`config.mk`:
```
export PLATFORM = sky130hd
export DESIGN_NAME = branch_unit
export DESIGN_NICKNAME = d
export VERILOG_FILES = /design/src/rtl/branch_pkg.sv /design/src/rtl/cond_eval.sv /design/src/rtl/branch_unit.sv
export SDC_FILE = /design/constraint.sdc
export NUM_CORES = 1
export LEC_CHECK = 0
export ABC_CLOCK_PERIOD_IN_PS = 2200
export CAP_MARGIN = 0
export CORE_MARGIN = 2
export CORE_UTILIZATION = 40
export DETAILED_ROUTE_END_ITERATION = 8
export GPL_TIMING_DRIVEN = 0
export PLACE_DENSITY = 0.69
export SYNTH_ARGS = -nofsm -noshare
export SYNTH_HDL_FRONTEND = slang
export SYNTH_SLANG_ARGS = --single-unit
```
`constraint.sdc`:
```
create_clock -name clk -period 2.2 [get_ports clk]
set_input_delay 0.44 -clock clk [delete_from_list [all_inputs] [get_ports clk]]
set_output_delay 0.44 -clock clk [all_outputs]
set_load 0.05 [all_outputs]
```
`src/rtl/branch_pkg.sv`:
```
// Shared types and constants for the branch unit.
//   br_op_e : branch operation encoding (B, BL, BX, BLX)
//   cond_e  : condition code encoding
//   state_e : branch FSM states
//   FLAG_*  : bit positions of Z/N/V inside the ALU flag word / status register
package branch_pkg;

  typedef enum logic [1:0] {
    OpB   = 2'b00,
    OpBl  = 2'b01,
    OpBx  = 2'b10,
    OpBlx = 2'b11
  } br_op_e;

  typedef enum logic [2:0] {
    CondAl = 3'b000,
    CondEq = 3'b001,
    CondNe = 3'b010,
    CondLt = 3'b011,
    CondLe = 3'b100,
    CondGe = 3'b101,
    CondGt = 3'b110,
    CondMi = 3'b111
  } cond_e;

  typedef enum logic [1:0] {
    StIdle = 2'b00,
    StExec = 2'b01,
    StDone = 2'b10
  } state_e;

  // Same ordering as the ALU flag_out bus.
  localparam int unsigned FLAG_Z = 0;
  localparam int unsigned FLAG_N = 1;
  localparam int unsigned FLAG_V = 2;

  // Call-type branches write the link register.
  function automatic logic is_link(br_op_e op);
    return (op == OpBl) || (op == OpBlx);
  endfunction

  // Register-indirect branches take their target from rd_val.
  function automatic logic is_indirect(br_op_e op);
    return (op == OpBx) || (op == OpBlx);
  endfunction

endpackage

```
`src/rtl/cond_eval.sv`:
```
// Combinational branch condition evaluator.
//   status  in  3  registered flags {V,N,Z}
//   cond    in  3  condition code
//   cond_ok out 1  condition holds
// Build option: BRANCH_COND_EXT_EN enables GE/GT/MI on codes 101..111;
// without it those codes never pass.
module cond_eval
  import branch_pkg::*;
(
  input  logic [2:0] status,
  input  logic [2:0] cond,
  output logic       cond_ok
);

  logic z, n, v;

  assign z = status[FLAG_Z];
  assign n = status[FLAG_N];
  assign v = status[FLAG_V];

  always_comb begin
    cond_ok = 1'b0;
    case (cond_e'(cond))
      CondAl: cond_ok = 1'b1;
      CondEq: cond_ok = z;
      CondNe: cond_ok = ~z;
      CondLt: cond_ok = n ^ v;
      CondLe: cond_ok = (n ^ v) | z;
`ifdef BRANCH_COND_EXT_EN
      CondGe: cond_ok = ~(n ^ v);
      CondGt: cond_ok = ~(n ^ v) & ~z;
      CondMi: cond_ok = n;
`endif
      default: cond_ok = 1'b0;
    endcase
  end

endmodule

```
`src/rtl/branch_unit.sv`:
```
// Branch unit: status flag register, branch condition evaluation and program counter.
//   clk, rst_n          clock / async active-low reset
//   flag_in, flag_load  ALU flags {V,N,Z} and their capture strobe
//   pc_inc              sequential advance (IDLE only, loses to an accept)
//   br_valid/br_ready   branch request handshake (ready only in IDLE)
//   br_op, cond         operation (B/BL/BX/BLX) and condition code (B only)
//   offset              signed PC-relative offset
//   rd_val              register value for BX/BLX targets
//   pc, status          current PC and registered flags
//   lr_we, lr_data      link-register write (BL/BLX) during DONE
//   done, taken         completion pulse and taken indication
// Build option: BRANCH_COND_EXT_EN (see cond_eval) adds conditions GE/GT/MI.
// Every branch takes IDLE -> EXEC -> DONE; the PC is updated on the EXEC edge.
module branch_unit
  import branch_pkg::*;
#(
  parameter int unsigned     PC_W     = 9,
  parameter int unsigned     IMM_W    = 8,
  parameter int unsigned     DATA_W   = 16,
  parameter logic [PC_W-1:0] RESET_PC = '0
) (
  input  logic              clk,
  input  logic              rst_n,
  input  logic [2:0]        flag_in,
  input  logic              flag_load,
  input  logic              pc_inc,
  input  logic              br_valid,
  output logic              br_ready,
  input  logic [1:0]        br_op,
  input  logic [2:0]        cond,
  input  logic [IMM_W-1:0]  offset,
  input  logic [DATA_W-1:0] rd_val,
  output logic [PC_W-1:0]   pc,
  output logic [2:0]        status,
  output logic              lr_we,
  output logic [DATA_W-1:0] lr_data,
  output logic              done,
  output logic              taken
);

  state_e          state_q, state_d;
  logic [PC_W-1:0] pc_q, pc_d;
  logic [2:0]      status_q;
  br_op_e          op_q;
  logic [PC_W-1:0] rd_q, ret_q, tgt_q;
  logic            taken_q;

  logic            accept;
  logic            cond_ok;
  logic [PC_W-1:0] off_ext;
  logic [PC_W-1:0] ret_d, tgt_d;
  logic            taken_d;
  logic            unused_rd;

  // Only the low PC_W bits of a register target are meaningful.
  assign unused_rd = ^rd_val[DATA_W-1:PC_W];

  assign br_ready = (state_q == StIdle);
  assign accept   = br_valid & br_ready;

  // Condition is judged on the status held before any same-edge flag_load.
  cond_eval u_cond_eval (
    .status  (status_q),
    .cond    (cond),
    .cond_ok (cond_ok)
  );

  // Sign-extending size cast; target arithmetic wraps modulo 2^PC_W.
  assign off_ext = PC_W'($signed(offset));
  assign ret_d   = pc_q + PC_W'(1);
  assign tgt_d   = ret_d + off_ext;
  assign taken_d = (br_op_e'(br_op) != OpB) | cond_ok;

  always_comb begin
    state_d = state_q;
    pc_d    = pc_q;
    case (state_q)
      StIdle: begin
        if (accept) begin
          state_d = StExec;
        end else if (pc_inc) begin
          pc_d = pc_q + PC_W'(1);
        end
      end
      StExec: begin
        state_d = StDone;
        if (!taken_q) begin
          pc_d = ret_q;
        end else if (is_indirect(op_q)) begin
          pc_d = rd_q;
        end else begin
          pc_d = tgt_q;
        end
      end
      StDone: state_d = StIdle;
      default: state_d = StIdle;
    endcase
  end

  always_ff @(posedge clk or negedge rst_n) begin
    if (!rst_n) begin
      state_q <= StIdle;
      pc_q    <= RESET_PC;
    end else begin
      state_q <= state_d;
      pc_q    <= pc_d;
    end
  end

  // Status register is independent of the branch FSM.
  always_ff @(posedge clk or negedge rst_n) begin
    if (!rst_n) begin
      status_q <= '0;
    end else if (flag_load) begin
      status_q <= flag_in;
    end
  end

  // Request snapshot taken on the accept edge.
  always_ff @(posedge clk or negedge rst_n) begin
    if (!rst_n) begin
      op_q    <= OpB;
      rd_q    <= '0;
      ret_q   <= '0;
      tgt_q   <= '0;
      taken_q <= 1'b0;
    end else if (accept) begin
      op_q    <= br_op_e'(br_op);
      rd_q    <= rd_val[PC_W-1:0];
      ret_q   <= ret_d;
      tgt_q   <= tgt_d;
      taken_q <= taken_d;
    end
  end

  assign pc     = pc_q;
  assign status = status_q;
  assign done   = (state_q == StDone);
  assign taken  = done & taken_q;
  assign lr_we  = done & is_link(op_q);

  always_comb begin
    lr_data = '0;
    if (lr_we) begin
      lr_data[PC_W-1:0] = ret_q;
    end
  end

endmodule

```
==> impl_results.md <==
- Switch share: 45.13%
- Period utilization: 104.6%
- Lkg Pwr: 1.708 nW
- IO Count: 69
- Nets@finish: 430
- Maximum VDD drop: 0.0009388 V
- Syn Std Cell Area: 0.002606 mm2
- Combinational fraction of design power: 61.1%
- CP top delay family: simple AND/OR/NAND/NOR gates
- Main combinational cell family by area after synthesis: simple AND/OR/NAND/NOR gates
- Mux cell area share after synthesis: 5.521%
- Clock share of power: 10.1%
- DRT Pass-1 Iters: 5
- Compound-Gate Fraction of Synth Area: 10.13%
- Post-Synthesis Cells: 298
- Clock period minus worst slack: 2.302 ns
- Post-Place Worst Slack: -0.2309 ns
- Slowest cell on the critical path: dfrtp_2
- Starting DRT DRC Count: 60
- Final Setup Violations: 1
- Vias per cell: 5.122
- Top cell type's share of synthesized area: 42.25%
- Routed vias: 2,351
- Xor and xnor fraction of the mapped netlist area: 7.921%
- Area Overhead vs Synth: 37.59%
- CTS Root Cell: clkbuf_8
- Core area: 0.006314 mm2
- CP max stage delay: 0.42 ns
- Worst hold margin: 0.4784 ns
- CP max FO: 4
- WL/cell: 14.77 um
- Top FF cell, synth: dfrtp_1
- Critical path capture point type: register
- Adder-Cell Fraction of Synth Area: 5.569%
- Buf+Inv Stages, Crit Path: 1
- Layout cell share with drive strength beyond 1: 21.20%
- Sw power: 0.002235 W
- Post-Route WL: 6.778 mm
- Initial Util: 41.28%
- Largest net degree at the start of global routing: 41
- Remaining DRCs: 0
- Synth Area in Simple Gates: 22.76%
- Int Pwr: 0.002717 W
- Max_slew headroom: 59.65%
- Fmax: 0.4344 GHz
- Outcome: finished with violations
- Rows: 29
- CTS tree: done
- H-Tree Depth: 2
- Antenna Nets Post-Route: 0
- DP HPWL: 4.847 mm
- Synth area leaders: dfrtp_1, nand2_1, ha_1
- Die area: 0.007177 mm2
- Final RePlAce weighted congestion: 0.8182
- First-pass GRT wire length: 10.74 mm
- Antenna diodes: 0
- Insertion delay to the later sink of the worst-skew pair: 0.30 ns
- Most frequent cells in the layout: nand2_1, clkdlybuf4s50_1, dfrtp_1
- CTS Sinks: 44
- Layout Skew: 0.002142 ns
- Total CTS buffers: 5
- Final count of hold timing violations: 0
- Sequential area share after synthesis: 42.25%
- Worst slew pin tran: 0.6026 ns
- Share of power burned in registers: 28.8%
- Die H: 84.72 um
- Global Route Usage Sum: 18.78%
- RSZ-0062 raised after global routing: true
- Die width: 84.72 um
- Most common cell after layout, fill and taps aside: nand2_1
- Clock buffer depth: 2
- YS warnings: 0
- Antenna violations before repair: 0
- # port buffers: 54
- HP Class: register to register
- Slew Limit Fails: 0
- FF+latch count, synth: 44
- Worst-path cell chain: nand4_1, inv_2, nand2_4, xnor2_4, ha_4, or4_4, a21oi_2, mux2i_1, a211o_1
- Final worst slack: -0.1022 ns
- Startpoint types: register
- Post-synth ARST share: 100.0%
- Distinct cells, synth: 42
- EDFF count, synth: 0
- Max-cap violations: 0
- Worst Path Class, Setup: register to register
- Reg clk slew, reported paths: 0.08 ns
- Worst Path Required: 2.39 ns
- Tot Pwr: 0.004952 W
- Grt ovf: 0
- Power per cell area: 1381 mW/mm2
- Number of global-route vias before repair: 2,263
- Synth area leader: dfrtp_1
- Failing checks: negative setup slack
- CP arrival: 2.49 ns
- Post-synthesis average cell area: 8.746 um2
[flip-flops by register name, indices dropped and copies added, names as in the netlist]
register,count
ret_q,9
state_q,2
rd_q,9
pc,9
status,3
op_q,2
taken_q,1
tgt_q,9
[path summary, 6_finish.rpt]
| path | slack [ns] | cells after the start | from | endpoint |
|---|---|---|---|---|
| max | -0.10 | 9 | pc[0] | tgt_q[7] |
| min | 0.48 | 2 | rd_q[7] | rd_q[7] |
| max reg2reg | -0.10 | 9 | pc[0] | tgt_q[7] |
| min reg2reg | 0.48 | 2 | rd_q[7] | rd_q[7] |
| max in group asynchronous | 1.25 | 3 | rst_n | pc[0] |
| min in group asynchronous | 0.49 | 2 | rst_n | rd_q[6] |
[per-layer routing]
metal / vias to the layer above / GRT usage [%] / wire [um]
met5: - / 0 / 0
met4: 0 / 4.762 / 142
met3: 17 / 3.638 / 308
met2: 79 / 31.57 / 3264
met1: 1105 / 24.97 / 3064
li1: 1150 / - / -
[worst reg2reg max path: stages, from the launching register on]
cell	delay, ns
dfrtp_2	0.42
nand4_1	0.26
inv_2	0.18
nand2_4	0.08
xnor2_4	0.16
ha_4	0.16
or4_4	0.42
a21oi_2	0.15
mux2i_1	0.10
a211o_1	0.27
[Yosys cell counts, drive strengths merged (2+ instances only)]
cell type  number
a21o            4
o21ai          12
mux2            3
a21oi          22
nand2b          2
mux2i          11
nor2           28
nand3           5
nand4           2
and3            9
xnor2          12
a211oi          2
inv             8
clkbuf          7
and2            2
nor3            2
dfrtp          44
buf            15
nor3b           3
o21a            2
xor2            9
a31oi           2
nand2          67
ha             10
[power by group through the flow]
stage	registers (W)	clock network, W	logic (W)
after global routing	0.00147	0.000546	0.00325
after floorplan	0.00168	0	0.00160
after CTS	0.00139	0.000514	0.00285
after global placement	0.00144	0	0.00251
after detailed placement	0.00144	0	0.00257
final	0.00143	0.000498	0.00303
[final cells by class]
| cell class | instances | area, um2 |
|---|---|---|
| multi-input combinational | 230 | 1524 |
| inverter | 8 | 30.03 |
| fill | 588 | 2728 |
| clock inverter | 2 | 12.51 |
| tap | 77 | 96.34 |
| buffer | 21 | 115.1 |
| clock buffer | 5 | 68.82 |
| timing repair buffer | 72 | 629.4 |
| sequential | 44 | 1110 |
[repair_timing]
action | 4_1_cts | 5_1_grt
endpoints found under the hold margin | 4 | 0
setup endpoints to repair | 16 | 14
pin swaps | 4 | 8
resized for setup | 38 | 33
buffers inserted | 9 | 7
hold buffers | 1 | 0
[cell families (layout without fill, tap and decap cells)]
kind of cell             count (synthesis)  in the layout
adder cells (fa/ha/maj)                 11             11
XOR/XNOR                                22             22
flip-flops                              44             44
AND/OR/NAND/NOR                        130            130
buffers and inverters                   30            108
other                                    1              7
multiplexers                            14             14
AO/OA/AOI/OAI                           46             46
[per-stage QoR]
| stage | TNS, ns | utilization (%) | std cells | instance area (um2) |
|---|---|---|---|---|
| floorplan | -0.1117 | - | 304 | 2679 |
| CTS | -0.009503 | 56.16 | 453 | 3546 |
| global route | -0.2228 | 56.80 | 459 | 3586 |
| finish | -0.1022 | 56.80 | 459 | 3586 |
| detailed placement | -2.579 | 52.75 | 436 | 3331 |
| global placement | -26.23 | 52.52 | 435 | 3316 |
Note: power is estimated with default switching activity, not from simulation.
